`src/rtl/alu_operand_loader.sv`:
```
// Operand loader for the board ALU demo: debounces the load button and
// sequences switch values into Port A, Port B and the opcode.
//
// Ports:
//   CLK, RST        : clock, async active-high reset
//   sw_data/sw_fill : operand switches and upper-half fill select
//   load_btn        : raw active-high load button (asynchronous)
//   op_sel          : opcode switches
//   port_a/port_b   : latched operands
//   aluop           : latched opcode
//   operands_valid  : full operand set held, waiting for consume
//   consume         : downstream acknowledge (honoured only in VALID)
//   load_state      : encoded FSM state for the LEDs
module alu_operand_loader #(
    parameter int DEBOUNCE_CYCLES = 250000,
    parameter int CNT_W           = 18
) (
    input  logic        CLK,
    input  logic        RST,
    input  logic [15:0] sw_data,
    input  logic        sw_fill,
    input  logic        load_btn,
    input  logic [3:0]  op_sel,
    output logic [31:0] port_a,
    output logic [31:0] port_b,
    output logic [3:0]  aluop,
    output logic        operands_valid,
    input  logic        consume,
    output logic [1:0]  load_state
);

    typedef enum logic [1:0] {
        LOAD_A  = 2'd0,
        LOAD_B  = 2'd1,
        LOAD_OP = 2'd2,
        VALID   = 2'd3
    } state_e;

    localparam logic [CNT_W-1:0] CNT_LAST = CNT_W'(DEBOUNCE_CYCLES - 1);

    logic             sync1_q;
    logic             sync2_q;
    logic [CNT_W-1:0] cnt_q;
    logic [CNT_W-1:0] cnt_d;
    logic             db_q;
    logic             db_d;
    logic             db_prev_q;
    logic             load_pulse;

    state_e           state_q;
    state_e           state_d;
    logic [31:0]      port_a_q;
    logic [31:0]      port_a_d;
    logic [31:0]      port_b_q;
    logic [31:0]      port_b_d;
    logic [3:0]       aluop_q;
    logic [3:0]       aluop_d;
    logic             valid_q;
    logic             valid_d;
    logic [31:0]      fill;

    always_ff @(posedge CLK or posedge RST) begin
        if (RST) begin
            sync1_q <= 1'b0;
            sync2_q <= 1'b0;
        end else begin
            sync1_q <= load_btn;
            sync2_q <= sync1_q;
        end
    end

    // The count runs only while the synchronized level disagrees with the
    // accepted level; any return to agreement restarts it, so short glitches
    // never reach the flip point.
    always_comb begin
        cnt_d = '0;
        db_d  = db_q;
        if (sync2_q != db_q) begin
            if (cnt_q >= CNT_LAST) begin
                db_d  = sync2_q;
                cnt_d = '0;
            end else begin
                cnt_d = cnt_q + CNT_W'(1);
            end
        end
    end

    always_ff @(posedge CLK or posedge RST) begin
        if (RST) begin
            cnt_q     <= '0;
            db_q      <= 1'b0;
            db_prev_q <= 1'b0;
        end else begin
            cnt_q     <= cnt_d;
            db_q      <= db_d;
            db_prev_q <= db_q;
        end
    end

    // One cycle high after each accepted press; release gives nothing.
    assign load_pulse = db_q & ~db_prev_q;

    assign fill = {{16{sw_fill}}, sw_data};

    always_comb begin
        state_d  = state_q;
        port_a_d = port_a_q;
        port_b_d = port_b_q;
        aluop_d  = aluop_q;
        valid_d  = valid_q;
        unique case (state_q)
            LOAD_A: begin
                if (load_pulse) begin
                    port_a_d = fill;
                    state_d  = LOAD_B;
                end
            end
            LOAD_B: begin
                if (load_pulse) begin
                    port_b_d = fill;
                    state_d  = LOAD_OP;
                end
            end
            LOAD_OP: begin
                if (load_pulse) begin
                    aluop_d = op_sel;
                    valid_d = 1'b1;
                    state_d = VALID;
                end
            end
            VALID: begin
                // Pulses here are dropped, even one coinciding with consume.
                if (consume) begin
                    valid_d = 1'b0;
                    state_d = LOAD_A;
                end
            end
            default: begin
                state_d = LOAD_A;
            end
        endcase
    end

    always_ff @(posedge CLK or posedge RST) begin
        if (RST) begin
            state_q  <= LOAD_A;
            port_a_q <= '0;
            port_b_q <= '0;
            aluop_q  <= '0;
            valid_q  <= 1'b0;
        end else begin
            state_q  <= state_d;
            port_a_q <= port_a_d;
            port_b_q <= port_b_d;
            aluop_q  <= aluop_d;
            valid_q  <= valid_d;
        end
    end

    assign port_a         = port_a_q;
    assign port_b         = port_b_q;
    assign aluop          = aluop_q;
    assign operands_valid = valid_q;
    assign load_state     = state_q;

endmodule

```
`config.mk`:
```
export PLATFORM = sky130hd
export DESIGN_NAME = alu_operand_loader
export DESIGN_NICKNAME = d
export VERILOG_FILES = /design/src/rtl/alu_operand_loader.sv
export SDC_FILE = /design/constraint.sdc
export NUM_CORES = 1
export LEC_CHECK = 0
export BUFFER_PORTS_ARGS = -buffer_cell sky130_fd_sc_hd__buf_2
export CORE_ASPECT_RATIO = 1.1
export CORE_MARGIN = 4
export CORE_UTILIZATION = 40
export CTS_BUF_LIST = sky130_fd_sc_hd__clkbuf_16
export DETAILED_ROUTE_END_ITERATION = 16
export PLACE_DENSITY = 0.78
export SLEW_MARGIN = 10
export SYNTH_ARGS = -nofsm -noshare
export SYNTH_HDL_FRONTEND = slang
export SYNTH_SLANG_ARGS = --single-unit
```
`constraint.sdc`:
```
create_clock -name CLK -period 3.2 [get_ports CLK]
set_input_delay 0.48 -clock CLK [delete_from_list [all_inputs] [get_ports CLK]]
set_output_delay 0.48 -clock CLK [all_outputs]
set_load 0.1 [all_outputs]
```
==> summary by stage, run 1 <==
Timing
The post-route clock period utilization is 57.1%. After routing, the total negative slack on setup checks comes to 0 ns. Setup repair after global routing left no endpoint under its margin. The count of final max-slew check failures is 0. The worst path meets setup with 1.37 ns of slack. The worst slew slack as a fraction of its limit is 51.3%. The maximum clock frequency is 547 MHz. At the pin with the least slew margin, the transition time is 0.730 ns. The final count of negative-setup-slack endpoints is 0.

The final worst clock skew is 0.00747 ns. The worst path needs 1.83 ns of the cycle, external delays included. The hold violation count in the final report is 0.

Worst setup path
STA classifies the critical path endpoint as a primary output. In this run the critical register-to-register path is captured at db_q. The kind of start point of the critical path is a flop.

The largest single stage delay on the critical path is 0.53 ns. Traced cell by cell, the critical path runs through buf_2. The length in cells of the worst reg-to-reg path is 4. The worst path buffer plus inverter count is 1. The category of the most critical setup path is flop to primary output.

The worst register-to-register path begins at cnt_q[13]. On the critical path the largest part of the delay comes from flip-flops. The maximum net fanout on the critical path is 17.

The path length in cells of the critical path is 1. At the worst endpoint, the required time is 2.72 ns. The register-to-register path setup slack is 1.51 ns.

The cell with the biggest individual delay on the critical path is dfrtp_1. At the worst endpoint, the arrival time is 1.35 ns.

Layout
The repair_antennas step left the layout with diodes totalling 0. The fraction of layout instances using a drive strength above 1 is 51.6%. The layout overhead on the synthesized area is 22.2%. In the layout the commonest cells are 95 x buf_2, 63 x dfrtp_1, 39 x mux2_2. The most common cell after layout, fill and taps aside is buf_2.

The net total in the final layout is 339.

Detailed routing
The number of DRC violations after detailed routing is 0. The detailed-route vias per instance is 4.79. In this run the remaining antenna-violating nets after routing total 0. After detailed routing, the total wire length is 5.20 mm. The first-iteration detailed-routing DRC count is 32. The total vias in the final route is 1900.

The routed length per instance is 13.1 um. For this run, the detailed router's first-pass iteration total came to 4.

Floorplan
The die span in y is 97.7 um. For this configuration, the core starts out at a cell density of 41.5%. The core region is 7050 um2. The area enclosed by the die boundary is 8750 um2. The boundary pin count is 96. The floorplan has 32 rows. The width of the chip is 89.6 um.

Logic synthesis
The synthesized netlist cell count is 234. The most frequently used flop master after synthesis is dfrtp_1. The total number of yosys warnings is 0. Counting flops with an async set or reset pin after synthesis yields a share of 100%. Counting flops with a built-in enable in the synthesized netlist gives 0. Counting flops and latches in the post-synthesis netlist gives 63. Counting every net in the synthesized netlist gives 265. After synthesis the cells add up to 2930 um2.

The proportion of synthesized chip area in sequential cells is 53.9%. The synthesized netlist contains 35 unique library cells. The post-synthesis average cell area is 12.5 um2.

Worst hold path
The number of cells traversed by the worst hold path is 1. The terminating pin of the worst hold path is sync1_q. The worst hold path begins at load_btn.

The path class of the tightest hold or removal check is input pin to flop.

CTS
The post-CTS setup buffer count is 0. The clock reaches the later pin of the worst-skew pair after 0.31 ns. The tree built by TritonCTS fans out to 63 sinks.

TritonCTS created 9 clock buffers. Post-CTS repair changed the size of 0 cells. In this run, post-CTS hold repair placed 0 buffers. The clock-pin slew on the worst setup and hold paths is 0.05 ns.

The buffer type at the clock tree root is clkbuf_16. The buffer levels on the longest clock path is 2. The clock tree from TritonCTS is done. The number of H-tree levels is 3.

Global routing
The wire length of the first global-routing pass is 8.45 mm. Across every metal layer, demand over resource in global routing totals 12.2%. The via count of the first global-routing pass is 1856. The number of antenna violations at the first check in global routing was 0. Entering global routing, the biggest net connects 37 pins. The total overflow left after global routing is 0.

Power and ir drop
The internal portion of the total power is 1.56 mW. In this run switching power makes up 31.3% of total power. The share of total power in sequential cells is 37.3%. For this design the static power due to leakage is 1.70 nW.

Across the VDD grid, the largest voltage drop is 0.340 mV. The switching power is 709 uW. The power per unit of standard cell area is 634 nW/um2.

Summing internal, switching and leakage power gives 2.27 mW. Per report_power, the clock group accounts for 43.1% of the total. The fraction of power consumed by combinational cells is 19.6%.

Placed design
At the end of routability-driven placement, the weighted congestion stood at 0.819. The post-placement setup slack is 1.48 ns. The count of buffers added on input and output ports is 95. Summed over all nets, the half-perimeter wirelength after detailed placement is 3.91 mm.

Status
The flow ran to the end, and the final reports show no timing, DRC or antenna violations.

Flow run
The reported max-cap violation count is 0.
[metal layers]
| layer | share of wire [%] | vias to the layer above | GRT usage, % |
|---|---|---|---|
| li1 | - | 921 | - |
| met1 | 40 | 916 | 14.1 |
| met5 | 0 | - | 0 |
| met4 | 0.60 | 0 | 4.81 |
| met3 | 6.7 | 4 | 3.14 |
| met2 | 53 | 59 | 21.1 |
[synth_stat cells, drive strengths merged, types with 3 or more instances]
cell type / number / area share (%)
dfrtp: 63 / 54
mux2: 40 / 16
buf: 33 / 8.4
nor2: 20 / 2.7
xnor2: 11 / 3.3
inv: 9 / 1.2
nand2: 8 / 1.2
nand3: 7 / 1.5
nor3: 7 / 1.2
ha: 6 / 2.6
a21oi: 4 / 0.68
nor4: 4 / 1.4
nand4: 3 / 1.2
o211ai: 3 / 1.2
o21ai: 3 / 0.64
xor2: 3 / 0.90
[state kept, by name, summed over array words and instances, names as in the netlist]
register	cells
aluop	4
cnt_q	18
db_prev_q	1
db_q	1
load_state	2
operands_valid	1
port_a	17
port_b	17
sync1_q	1
sync2_q	1
[how the worst max path moves through the flow]
stage / slack [ns] / startpoint / to
floorplan: 0.94 / load_state[0] / port_a[10]
global placement: 1.54 / cnt_q[13] / db_q
detailed placement: 1.48 / db_q / port_b[9]
CTS: 1.35 / port_b[16] / port_b[27]
global route: 1.27 / port_b[16] / port_b[25]
finish: 1.37 / port_b[16] / port_b[27]
[layout make-up]
cell class | instances | area (um2)
Timing Repair Buffer | 97 | 490
Fill cell | 627 | 3470
Tap cell | 85 | 106
Multi-Input combinational cell | 128 | 1070
Inverter | 9 | 33.8
Clock inverter | 6 | 77.6
Sequential cell | 63 | 1580
Clock buffer | 9 | 225
[kinds of logic after synthesis]
family / share of synthesized area, %
mux: 15.9
flops: 53.9
simple gates: 10.5
xor+xnor: 4.19
fa+ha+maj: 2.57
buf+inv: 9.70
compound gates: 3.29
[power groups by stage]
| stage | combinational (mW) | sequential (mW) | clock (mW) |
|---|---|---|---|
| floorplan | 0.220 | 1.04 | 0 |
| global placement | 0.446 | 0.857 | 0 |
| detailed placement | 0.449 | 0.858 | 0 |
| CTS | 0.449 | 0.844 | 1.00 |
| global route | 0.461 | 0.848 | 1.04 |
| finish | 0.445 | 0.844 | 0.977 |
[per-stage QoR]
stage / cell area (um2) / hold slack (ns) / utilization, % / cells
finish: 3580 / 0.270 / 50.7 / 397
global route: 3580 / 0.263 / 50.7 / 397
CTS: 3580 / 0.262 / 50.7 / 397
detailed placement: 3270 / 0.337 / 46.4 / 382
global placement: 3270 / 0.342 / 46.4 / 382
floorplan: 2930 / 0.331 / - / 234
No activity file was read; power rests on OpenSTA's default activity.
==> run 2, diff against run 1 <==
--- a/config.mk
+++ b/config.mk
@@ -11,7 +11,7 @@
 export CORE_UTILIZATION = 40
 export CTS_BUF_LIST = sky130_fd_sc_hd__clkbuf_16
 export DETAILED_ROUTE_END_ITERATION = 16
-export PLACE_DENSITY = 0.78
+export PLACE_DENSITY = 0.8
 export SLEW_MARGIN = 10
 export SYNTH_ARGS = -nofsm -noshare
 export SYNTH_HDL_FRONTEND = slang
==> constraint.sdc (replaced) <==
create_clock -name CLK -period 1.6 [get_ports CLK]
set_input_delay 0.24 -clock CLK [delete_from_list [all_inputs] [get_ports CLK]]
set_output_delay 0.24 -clock CLK [all_outputs]
set_load 0.1 [all_outputs]
==> run 2 against run 1 <==
Sequential power increased by 100%. Via count increased by 4.2%. Critical path depth increased by 3. Cell count increased by 2.5%. Non-clock buffer count increased by 9. First-iteration DRC count increased by 88%. Clock power increased by 84%. Sequential share of layout area decreased by 1.6 points. Utilization increased by 2.2 points. Largest cell class unchanged. Combinational power increased by 100%. Critical endpoint is now db_q. Global-route usage increased by 1.3 points.
==> summary by stage, run 2 (synthesis results as in run 1) <==
Status
The flow ran to the end, and the final reports show no timing, DRC or antenna violations.

Detailed routing
The total detailed-routing wirelength was 5.51 mm (+6.0%). The total vias in the final route was 1980 (+4.2%). The number of DRC violations after detailed routing was 0 (unchanged).

The first-iteration detailed-routing DRC count is 60 (+88%). The number of detailed-route iterations in the first pass is 4 (unchanged). The detailed-route vias per instance is 4.86 (+1.7%). The routed length per instance was 13.5 um (+3.4%).

The count of antenna-violating nets left after detailed routing is 0 (unchanged).

Layout
From synthesis to final layout, the design area changed by 27.4%. The antenna diode count was 0 (unchanged). In the layout the commonest cells are 95 x buf_2, 59 x dfrtp_1, 39 x mux2_2.

The net total in the final layout was 348 (+2.7%). The top register by number of flip-flops is cnt_q. The fraction of layout instances using a drive strength above 1 is 56.5% (+4.9 points). The flip-flop count of the largest register, all copies and words added is 18 (unchanged). The most common cell after layout, fill and taps aside is buf_2. The non-filler instance count after layout is 407 (+2.5%).

Global routing
The via count of the first global-routing pass is 1988 (+7.1%). The wire length of the first global-routing pass is 9.18 mm (+8.6%). The global route total overflow came to 0 (unchanged).

The overall routing resource usage was 13.5% (+1.3 points). The number of antenna violations at the first check in global routing came to 0 (unchanged). The largest net degree at the start of global routing is 64 (+73%).

Floorplan
The effective utilization at floorplan is 41.5% (unchanged). The boundary pin count came to 96 (unchanged). The die span in y is 97.7 um (unchanged). The row count is 32 (unchanged).

The width of the chip was 89.6 um (unchanged). The floorplan core area is 7050 um2 (unchanged). The area enclosed by the die boundary is 8750 um2 (unchanged).

Power and ir drop
The clock group share of total power is 41.0% (-2.1 points). The power per unit of standard cell area is 1180 nW/um2 (+86%). The largest voltage drop on the vdd net is 0.728 mV (+110%). The internal power consumption is 2.96 mW (+90%). The switching power is 1.42 mW (+100%).

The fraction of power consumed by combinational cells is 20.5% (+0.9 points). The share of total power in sequential cells is 38.6% (+1.3 points). The leakage power figure is 1.74 nW (+2.5%).

The net switching share of the total power is 32.5% (+1.2 points).

Timing
The hold violation count in the final report is 0 (unchanged). The smallest clock period supported by the final layout is computed as 1.58 ns. The count of final max-slew check failures is 0 (unchanged). The transition time of the tightest slew-check pin is 0.479 ns (-0.251 ns). Setup repair after global routing could not meet its margin everywhere.

The maximum clock frequency is 634 MHz. The final count of negative-setup-slack endpoints is 0 (unchanged). The final worst clock skew is 0.00345 ns (-0.00402 ns). The worst slew slack as a fraction of its limit is 67.9% (+17 points). The least setup slack across all paths after layout came to 0.0235 ns (-1.35 ns). The worst path uses 98.5% of the clock period.

Worst setup path
The length in cells of the worst reg-to-reg path is 4 (unchanged). The register-to-register path setup slack came to 0.02 ns (-1.49 ns). The maximum net fanout on the critical path is 2 (-15). The worst register-to-register path ends at db_q. The worst setup path is launched from a flop.

The critical path starts at cnt_q[13]. The endpoint class of the critical path is a flop. The required time of the critical path is 1.80 ns (-0.92 ns). The category of the most critical setup path is flop to flop. The worst path arrival time is 1.78 ns (+0.43 ns). The start of the worst register-to-register path is cnt_q[13].

Flow run
The reported max-cap violation count is 0 (unchanged).

CTS
The number of H-tree levels was 3 (unchanged). The clock-pin slew on the worst setup and hold paths came to 0.05 ns (about the same). The insertion delay to the later sink of the worst-skew pair is 0.32 ns (about the same). The number of clock sinks is 63 (unchanged). TritonCTS built the clock tree. The buffer type at the clock tree root is clkbuf_16. The buffer levels on the longest clock path is 2 (unchanged). The TritonCTS buffer count is 9 (unchanged). The count of hold-fix buffers inserted at cts came to 0 (unchanged).

Placed design
The half-perimeter wire length after placement is 4.03 mm (+3.3%). The count of placed standard cells including taps was 390 (+2.1%). The post-placement setup slack is 0.0336 ns (-1.45 ns). The port buffer count is 95 (unchanged). The final RePlAce weighted congestion is 0.786 (-4.0%).

Worst hold path
The type of the most critical hold path is input pin to async pin.
==> run 2: changes by cell type in the layout (fill, tap and decap cells not counted), sizes merged <==
cell and change:
buf +9, clkinvlp +2, bufinv -1
==> run 2: per-stage QoR <==
| stage | setup TNS, ns | power (mW) | hold slack, ns | instance area, um2 | utilization [%] |
|---|---|---|---|---|---|
| after floorplan | 0 | 2.52 | 0.271 | 3030 | - |
| after detailed placement | 0 | 2.62 | 0.342 | 3430 | 48.7 |
| after global placement | 0 | 2.61 | 0.339 | 3430 | 48.7 |
| final | 0 | 4.39 | 0.00888 | 3730 | 52.9 |
| after global routing | -0.208 | 4.58 | 0.0163 | 3730 | 52.9 |
| after CTS | 0 | 4.45 | 0.0146 | 3710 | 52.7 |
==> run 2: timing repair <==
action	4_1_cts	5_1_grt
hold endpoints to repair	0	0
buffers inserted	0	1
gates resized for setup	0	2
setup endpoints to repair	0	17
==> run 2: worst max-delay path by stage <==
stage          depth (start not counted)          to
2_1_floorplan                          5  port_a[10]
3_3_place_gp                           4        db_q
3_5_place_dp                           4        db_q
4_1_cts                                4        db_q
5_1_grt                                5        db_q
6_report                               4        db_q
==> run 2: routing by layer <==
| metal | wire length, um | up-vias | global-route usage [%] | part of all wire (%) |
|---|---|---|---|---|
| met1 | 2130 | 968 | 15.1 | 39 |
| met5 | 0 | - | 0 | 0 |
| li1 | - | 939 | - | - |
| met3 | 503 | 5 | 5.94 | 9.1 |
| met4 | 40 | 0 | 4.47 | 0.73 |
| met2 | 2840 | 68 | 22.6 | 52 |
==> run 2: area by class of cell <==
type / count / area (um2)
clock buffer: 9 / 225
clock inverter: 7 / 56.3
fill: 615 / 3320
inverter: 9 / 42.5
multi-input combinational: 128 / 1140
sequential: 63 / 1590
tap: 85 / 106
timing repair buffer: 106 / 571
==> run 2: power groups by stage <==
stage / combinational [mW] / sequential (mW) / clock [mW]
detailed placement: 0.904 / 1.72 / 0
global placement: 0.898 / 1.71 / 0
floorplan: 0.439 / 2.08 / 0
global route: 0.929 / 1.70 / 1.95
finish: 0.897 / 1.69 / 1.80
CTS: 0.905 / 1.69 / 1.85
==> run 2: worst max-delay path, cell delays in order (launching register included) <==
cell and delay [ns]:
dfrtp_1 0.38, or4_4 0.55, nor2_4 0.13, o21ai_2 0.09
mux2_4 0.31
